$ cat src/rtl/absdiff_iter_rtl.sv
// Iterative |in0 - in1| on one shared subtractor; val 2 cycles after accept (3 if swapped).
// One transaction in flight; DONE holds out/ostream_val until ostream_rdy, inputs ignored meanwhile.
module absdiff_iter_rtl #(
  parameter int nbits = 4
) (
  input  logic             clk,
  input  logic             rst,
  input  logic             istream_val,
  output logic             istream_rdy,
  input  logic [nbits-1:0] in0,
  input  logic [nbits-1:0] in1,
  output logic             ostream_val,
  input  logic             ostream_rdy,
  output logic [nbits-1:0] out
);

  typedef enum logic [1:0] {IDLE, SUB, SWAP, DONE} state_t;

  state_t           state, state_nxt;
  logic [nbits-1:0] a_reg, b_reg, result_reg;
  logic [nbits-1:0] sub_x, sub_y, diff;
  logic             bout;
  logic             accept, ld_result;

  // Single subtractor; SWAP reverses its operands instead of adding a second one
  always_comb begin
    sub_x = a_reg;
    sub_y = b_reg;
    if (state == SWAP) begin
      sub_x = b_reg;
      sub_y = a_reg;
    end
    {bout, diff} = {1'b0, sub_x} - {1'b0, sub_y};
  end

  always_comb begin
    state_nxt   = state;
    istream_rdy = 1'b0;
    ostream_val = 1'b0;
    accept      = 1'b0;
    ld_result   = 1'b0;
    case (state)
      IDLE: begin
        istream_rdy = 1'b1;
        if (istream_val) begin
          accept    = 1'b1;
          state_nxt = SUB;
        end
      end
      SUB: begin
        if (!bout) begin
          ld_result = 1'b1;
          state_nxt = DONE;
        end else begin
          state_nxt = SWAP;
        end
      end
      SWAP: begin
        ld_result = 1'b1;
        state_nxt = DONE;
      end
      DONE: begin
        ostream_val = 1'b1;
        if (ostream_rdy) state_nxt = IDLE;
      end
      default: state_nxt = IDLE;
    endcase
  end

  always_ff @(posedge clk) begin
    if (rst) begin
      state      <= IDLE;
      a_reg      <= '0;
      b_reg      <= '0;
      result_reg <= '0;
    end else begin
      state <= state_nxt;
      if (accept) begin
        a_reg <= in0;
        b_reg <= in1;
      end
      if (ld_result) result_reg <= diff;
    end
  end

  assign out = result_reg;

endmodule

$ cat config.mk
export PLATFORM = sky130hd
export DESIGN_NAME = absdiff_iter_rtl
export DESIGN_NICKNAME = d
export VERILOG_FILES = /design/src/rtl/absdiff_iter_rtl.sv
export SDC_FILE = /design/constraint.sdc
export NUM_CORES = 1
export LEC_CHECK = 0
export CAP_MARGIN = 20
export CORE_MARGIN = 4
export CORE_UTILIZATION = 49
export DETAILED_ROUTE_END_ITERATION = 10
export GPL_ROUTABILITY_DRIVEN = 0
export PLACE_DENSITY = 0.77
export REMOVE_ABC_BUFFERS = 1
export SLEW_MARGIN = 15
export SYNTH_ARGS = -nofsm -noshare
export SYNTH_HDL_FRONTEND = slang
export SYNTH_SLANG_ARGS = --single-unit
$ cat constraint.sdc
create_clock -name clk -period 3.5 [get_ports clk]
set_input_delay 0.35 -clock clk [delete_from_list [all_inputs] [get_ports clk]]
set_output_delay 0.35 -clock clk [all_outputs]
set_load 0.05 [all_outputs]
---- Word level (Yosys, flattened, before mapping) ----
Index checks and enable logic that the tools add are counted.
word-level totals
  input port bits ......................... 12
  latch bits .............................. 0
  word-level logic and storage cells ...... 24
  bits in writable memories ............... 0
  output and inout port bits .............. 6
  memory bits (read-only) ................. 0
  register bits after elaboration ......... 14
  memories ................................ 0
operators by class
  reductions and logical operators ........ 2
  multipliers ............................. 0
  bitwise operators ....................... 0
  add/sub/neg operators ................... 1
  equality and inequality tests ........... 5
  $lt $le $gt $ge ......................... 0
  shifts and indexed selects .............. 0
  muxes and demuxes ....................... 12
  div/mod/pow operators ................... 0
operators by type and width
  operator                                       count
  two-way mux 4 bit                              2
  one-hot mux 2 bit (4 select lines)             1
  two-way mux 1 bit                              6
  subtractor 4 x 4 -> 5 bit                      1
  == test 2 bit, second input constant           2
  two-way mux 2 bit                              2
  != test 2 bit, second input constant           2
  == test 2 x 1 -> 1 bit, second input constant  1
  logical NOT 2 bit                              1
  one-hot mux 1 bit (2 select lines)             1
  AND reduction 2 bit                            1

---- Depth between registers and ports, before layout ----
  depth in word-level cells ............... 5
  gate-level depth with buffers ........... 9
  mapped depth without buffers ............ 9

---- Worst setup path before layout ----
OpenSTA, ideal clock, no wires.
  kind .................................... register -> register
  from .................................... reg state[0]
  to ...................................... reg state[0]
  path buffers ............................ 0
  arrival ................................. 2.282 ns
  stages on the path, launching flop included .. 10
  library setup time ...................... 0.131 ns
  slack ................................... 1.087 ns
  data required time ...................... 3.369 ns
  clock period less this slack ............ 2.413 ns
  cells stage by stage .................... dfxtp_1 > inv_1 > ha_1 > or2_1 > o2bb2a_1 > ha_1 > o311ai_2 > o21ai_1 > a2111oi_0 > nor3_1
between the ends
  word-level cells in the longest chain between the ends .. 5
  elaborated cells on any way between the ends .. 12
  classes of those cells .................. add/sub: 1; eq/ne: 5; mux: 4; reduce/logical: 2
RTL lines
  what                                RTL line  text
  start: declaration                  19        state_t state, state_nxt;
  start signal: assignment            77        state <= state_nxt;
  == test 2 bit                       29, 42
  two-way mux 4 bit                   29        if (state == SWAP) begin
  subtractor 4 x 4 -> 5 bit           33        {bout, diff} = {1'b0, sub_x} - {1'b0, sub_y};
  two-way mux 1 bit                   51        if (!bout) begin
  one-hot mux 2 bit (4 select lines)  42        case (state)
Several ways; a longest one is shown, not always the timed one.
A chain may end at the register's enable or synchronous reset.

---- Worst setup path in the final report ----
Ends and elaborated chain as after synthesis.

==> impl_metrics.env <==
export IMPL_clk_latency_ps=280
export IMPL_p_leak_nw=0.3909
export IMPL_synthTopCellsByArea="dfxtp_1 32%, ha_1 8.5%, a21oi_1 6.3%, nand3_1 5.7%, nand2_1 5.1%"
export IMPL_clockBufferDepth=2
export IMPL_vias=794
export IMPL_drive_above_1_share=0.05645
export IMPL_clock_fmax_mhz=362.7
export IMPL_utilization=0.6396
export IMPL_status="finished, final reports clean"
export IMPL_tightest_slew_ps=512.4
export IMPL_end_kind="flop"
export IMPL_fin_crit_ps=2757
export IMPL_setup_viol=0
export IMPL_post_cts_setup_buffer_count=0
export IMPL_startpoint_type="flop"
export IMPL_core_area_sq_um=1708
export IMPL_cp_top_family="compound AO/OA/AOI/OAI gates"
export IMPL_clkSlewWorstSetupHoldPaths_ps=80
export IMPL_cts_root_buffer="clkbuf_4"
export IMPL_grt_usage=0.1545
export IMPL_place_inst=146
export IMPL_cpMostUsedCell="ha_1"
export IMPL_cp_num_buf_inv=1
export IMPL_die_area_sq_um=2537
export IMPL_fin_crit_sh=0.7878
export IMPL_slew_violations=0
export IMPL_antenna_found_initial=0
export IMPL_drc=0
export IMPL_fin_total_pwr_mw=0.8506
export IMPL_initial_utilization=0.5150
export IMPL_rsz0062_at_grt="no"
export IMPL_yosys_area_top_type_share=0.3186
export IMPL_netlist_area_sq_um=879.6
export IMPL_clkSinkCount=14
export IMPL_rows=15
export IMPL_yosys_register_bits=14
export IMPL_drtIter0Drc=11
export IMPL_ioPinCount=18
export IMPL_path_cells="inv_1 > ha_1 > or2_1 > o2bb2a_1 > ha_1 > o311ai_2 > o21ai_1 > a2111oi_0 > nor3_1"
export IMPL_synth_distinct_cells=32
export IMPL_die_height_um=50.37
export IMPL_ctsResizeCount=0
export IMPL_cts_htree_levels=1
export IMPL_routedWlPerCell_um=12.09
export IMPL_yosys_warnings=0
export IMPL_cp_required_ps=3650
export IMPL_cts_tree="done"
export IMPL_grt_pass1_vias=726
export IMPL_critical_path_class="reg2reg"
export IMPL_r2r_setup_slack_ps=740
export IMPL_vdd_drop_max_v=0.0004480
export IMPL_drv_cap=0
export IMPL_synth_area_per_cell_sq_um=8.221
export IMPL_slew_headroom=0.6573
export IMPL_crit_fanout=8
export IMPL_drtAntennaViolNets=0
export IMPL_syn_inst=107
export IMPL_routed_wl_um=1802
export IMPL_first_pass_iters=4
export IMPL_synth_top_area_cell="dfxtp_1"
export IMPL_final_setup_skew_ps=4.347
export IMPL_grt_max_degree=15
export IMPL_fin_nets=144
export IMPL_power_density_nw_per_um2=778.7
export IMPL_vias_per_cell=5.329
export IMPL_final_common_cell="clkdlybuf4s50_1"
export IMPL_numCtsBuffers=3
export IMPL_min_delay_path_class="reg2reg"
export IMPL_syn_to_final_growth_pct=24.18
export IMPL_multiInputGateArea_sq_um=573.1
export IMPL_die_x_um=50.37
export IMPL_io_buffers=17
export IMPL_layoutNonFillerInstCount=149
export IMPL_antenna_cells=0
export IMPL_slowest_delay_ps=470
export IMPL_hpwl_um=1394
export IMPL_cp_data_arrival_time_ps=2910
export IMPL_ys_seq_area_frac=0.3186
export IMPL_cts_hold_buf=0
export IMPL_final_cell_mix="17 x clkdlybuf4s50_1, 14 x dfxtp_1, 12 x nand2_1"
export IMPL_grt_remaining_overflow=0
export IMPL_ff_latch_area_sq_um=280.3
export IMPL_grt_pass1_wl_um=2994
export IMPL_tns_ps=0
export IMPL_fill_cells=144
export IMPL_finalHoldViolations=0
export IMPL_cp_slowest_cell="a2111oi_0"
## report_power, final
part           total (mW)  switching [mW]  internal (mW)
Clock              0.0903          0.0504         0.0399
Combinational       0.516           0.309          0.207
Sequential          0.244          0.0399          0.204
## metrics by stage
step	hold WS [ps]	cell area, sq um	setup WS [ps]
floorplan	419.1	868.3	1086
global placement	455.0	1070	940.2
detailed placement	469.1	1070	854.2
CTS	482.1	1092	774.8
global route	496.9	1092	549.6
finish	475.5	1092	742.6
## per-layer routing
metal | global-route usage | wire (um) | part of all wire
met1 | 0.1878 | 872 | 0.48
met2 | 0.2717 | 814 | 0.45
met3 | 0.02671 | 99 | 0.055
met4 | 0.05381 | 16 | 0.0089
met5 | 0 | 0 | 0
## cells by family (layout without fill, tap and decap cells)
logic type / Yosys count / in the layout / share of synthesized area
compound gates: 25 / 25 / 0.2020
xor+xnor: 3 / 3 / 0.02988
fa+ha+maj: 7 / 7 / 0.09815
buf+inv: 7 / 24 / 0.02987
flops: 14 / 14 / 0.3186
mux: 2 / 2 / 0.02276
simple gates: 49 / 49 / 0.2987
## cell usage after synthesis
cell	instances
dfxtp_1	14
nand2_1	12
a21oi_1	11
nand3_1	10
ha_1	6
nor2_1	5
inv_1	4
nand2b_1	4
nor3_1	4
clkbuf_1	3
nor2b_1	3
or2_1	3
xnor2_1	3
a311oi_1	2
and2_1	2
mux2i_1	2
nand3b_1	2
o21ai_0	2
o21ai_1	2
a2111oi_0	1
a31o_1	1
a32oi_1	1
and2b_1	1
and4b_1	1
maj3_2	1
nand4_1	1
nor4b_2	1
o2111ai_2	1
o21a_1	1
o2bb2a_1	1
o311ai_2	1
o32a_1	1
## final timing paths
check | from | to | cells past startpoint
setup reg to reg | state[0] | state[0] | 9
hold / removal | out[2] | out[2] | 2
setup / recovery | state[0] | state[0] | 9
hold reg to reg | out[2] | out[2] | 2
## worst register-to-register path, delay by kind of cell (launching register included)
family / cells / cell delay [ps]
compound gates: 4 / 1230
fa+ha+maj: 2 / 510
flops: 1 / 410
simple gates: 2 / 370
buf+inv: 1 / 110
## area by class of cell
class,instances,area share
multi-input cells,86,0.5246
flip-flops and latches,14,0.2566
repair buffers,17,0.1558
well taps,25,0.02864
clock buffers,3,0.02062
inverters,4,0.01375
No activity file was read; power rests on OpenSTA's default activity.
==> RTL change (same flow settings) <==
`nbits`: 4 -> 6.
--- a/src/rtl/absdiff_iter_rtl.sv
+++ b/src/rtl/absdiff_iter_rtl.sv
@@ -2,5 +2,5 @@
 // One transaction in flight; DONE holds out/ostream_val until ostream_rdy, inputs ignored meanwhile.
 module absdiff_iter_rtl #(
-  parameter int nbits = 4
+  parameter int nbits = 6
 ) (
   input  logic             clk,
Ports: changed (resized in0, in1 and out); port bits go from 18 to 24. The function was not compared with the original's and may differ.
==> RTL change against the original RTL <==
Power is 43% higher. First-iteration DRC count rose to 3.5 times the old value. Final area grew 41%. Cell count is 36% higher. Count of clock-buffer cells in the layout did not move. Fmax grew 3.6%. Utilization fell by 2.2 points. Worst hold slack got worse by 2.2 ps. Synthesized area grew 47%. Global-route usage grew 2.8 points. Sequential cell count rose by 6. Wire length grew 58%. Setup slack better by 95 ps. Critical path type unchanged. Highest routed layer unchanged.
==> RTL change: results (changes against the original RTL) <==
* M1 GR Usage at 22.03% (+3.2 points)
* VDD IR max at 0.0005017 V (+12%)
* IO buf count at 23 (+6)
* Per-cell routed wire length at 14.01 um (+16%)
* Hold WC Path Type: reg -> reg
* Detail Placement HPWL at 2220 um (+59%)
* Layout Skew at 12.71 ps (+8.368 ps)
* Clk root buf: clkbuf_4
* Status: complete, no violations
* Nets at 197 (+37%)
* Total iterations of the first detailed-routing run at 4 (unchanged)
* Synth top cells by count: 28 x nand2_1, 22 x a21oi_1, 20 x dfxtp_1
* Hold_buf cts at 0 (unchanged)
* Critical Path Max Stage Delay at 410 ps (-60 ps)
* Cts repair resizes at 0 (unchanged)
* Share of post-route cells with drive strength above 1 at 8.092% (+2.4 points)
* Initial DRC Count at 38 (+27)
* Longest Clk Path Bufs at 2 (unchanged)
* Total GRT Usage at 18.28% (+2.8 points)
* Async S/R FF share, synth at 0% (unchanged)
* Number of setup buffers added after CTS at 0 (unchanged)
* Mapped Cells at 153 (+43%)
* ANT cells at 0 (unchanged)
* Leak pwr at 0.5632 nW (+44%)
* Vias at 1138 (+43%)
* Worst-path clk slew at 110 ps (+30 ps)
* Met3 global-route usage at 1.961% (-0.71 points)
* Worst skew pair latency at 310 ps (+30 ps)
* Fillers at 228 (+58%)
* Via-to-Cell Ratio at 5.606 (+5.2%)
* Worst path slowest cell: dfxtp_1
* Netlist cell types at 43 (+34%)
* CP arrival at 2840 ps (-70 ps)
* Number of CTS-inserted buffers at 3 (unchanged)
* Worst Max-Slew Pin Slew at 690.0 ps (+177.6 ps)
* Delay-heaviest family, CP: compound AO/OA/AOI/OAI gates
* Ys Warns at 0 (unchanged)
* Worst Path Max Fanout at 12 (+4)
* Met2 usage at 30.58% (+3.4 points)
* H-tree levels at 1 (unchanged)
* Top cells by area, synth: dfxtp_1 31%, a21oi_1 8.5%, nand2_1 8.1%
* First-pass GRT wire length at 4871 um (+63%)
* Initial antenna violation count at 0 (unchanged)
* Register area share after synthesis at 31.01% (-0.86 points)
* Largest net degree at the start of global routing at 20 (+5)
-- RTL change: cell count changes in the layout (fill, tap and decap cells not counted), moves of 3 or more --
cell	unedited run	this run
a21oi_1	11	22
clkdlybuf4s50_1	17	23
nand2_1	12	28
xnor2_1	3	7
or2_1	3	0
dfxtp_1	14	20
nor3_1	4	1
nand3_1	10	4
-- RTL change: routing by layer --
metal	wire length [um]	up-vias
met3	134	4
met5	0	-
li1	-	581
met4	46	0
met1	1264	524
met2	1399	29
-- RTL change: layout make-up --
| type | instances | share of cell area (%) |
|---|---|---|
| clock buffer | 3 | 1.459 |
| multi-input combinational | 121 | 53.81 |
| sequential | 20 | 25.93 |
| tap | 30 | 2.431 |
| timing repair buffer | 23 | 14.91 |
| inverter | 6 | 1.459 |
-- RTL change: worst reg2reg max path, delay by kind of cell, from the launching register on --
| kind | cells | cell delay, ps |
|---|---|---|
| compound gates | 4 | 790 |
| flops | 1 | 410 |
| buf+inv | 1 | 110 |
| fa+ha+maj | 2 | 600 |
| simple gates | 3 | 630 |
-- RTL change: logic make-up (layout without fill, tap and decap cells) --
family	after synthesis	in the layout	synth area share, %
buffers and inverters	12	32	4.651
DFF	20	20	31.01
and+or+nand+nor	60	60	27.62
AOI/OAI and AO/OA	45	45	24.03
xor gates and xnor gates	9	9	6.105
muxes	1	1	0.7752
adders and majority gates	6	6	5.814
-- RTL change: worst paths after layout --
path | start | to | slack [ps] | cells past startpoint
setup / recovery | state[0] | out[3] | 840 | 10
hold / removal | out[3] | out[3] | 470 | 2
setup reg to reg | state[0] | out[3] | 840 | 10
hold reg to reg | out[3] | out[3] | 470 | 2
-- RTL change: power by group --
group | internal [mW] | total, mW | switching, mW
clock | 0.0402 | 0.109 | 0.0690
sequential | 0.285 | 0.340 | 0.0553
combinational | 0.312 | 0.764 | 0.452
total | 0.637 | 1.21 | 0.576
-- RTL change: metrics by stage --
step	hold WS (ps)	cell area, sq um	setup WS, ps	util, %
after detailed placement	463.5	1521	903.9	60.86
after global routing	502.3	1544	693.7	61.76
after global placement	454.0	1521	1044	60.86
after floorplan	419.1	1254	1194	-
final	473.3	1544	837.3	61.76
after CTS	477.5	1544	864.4	61.76
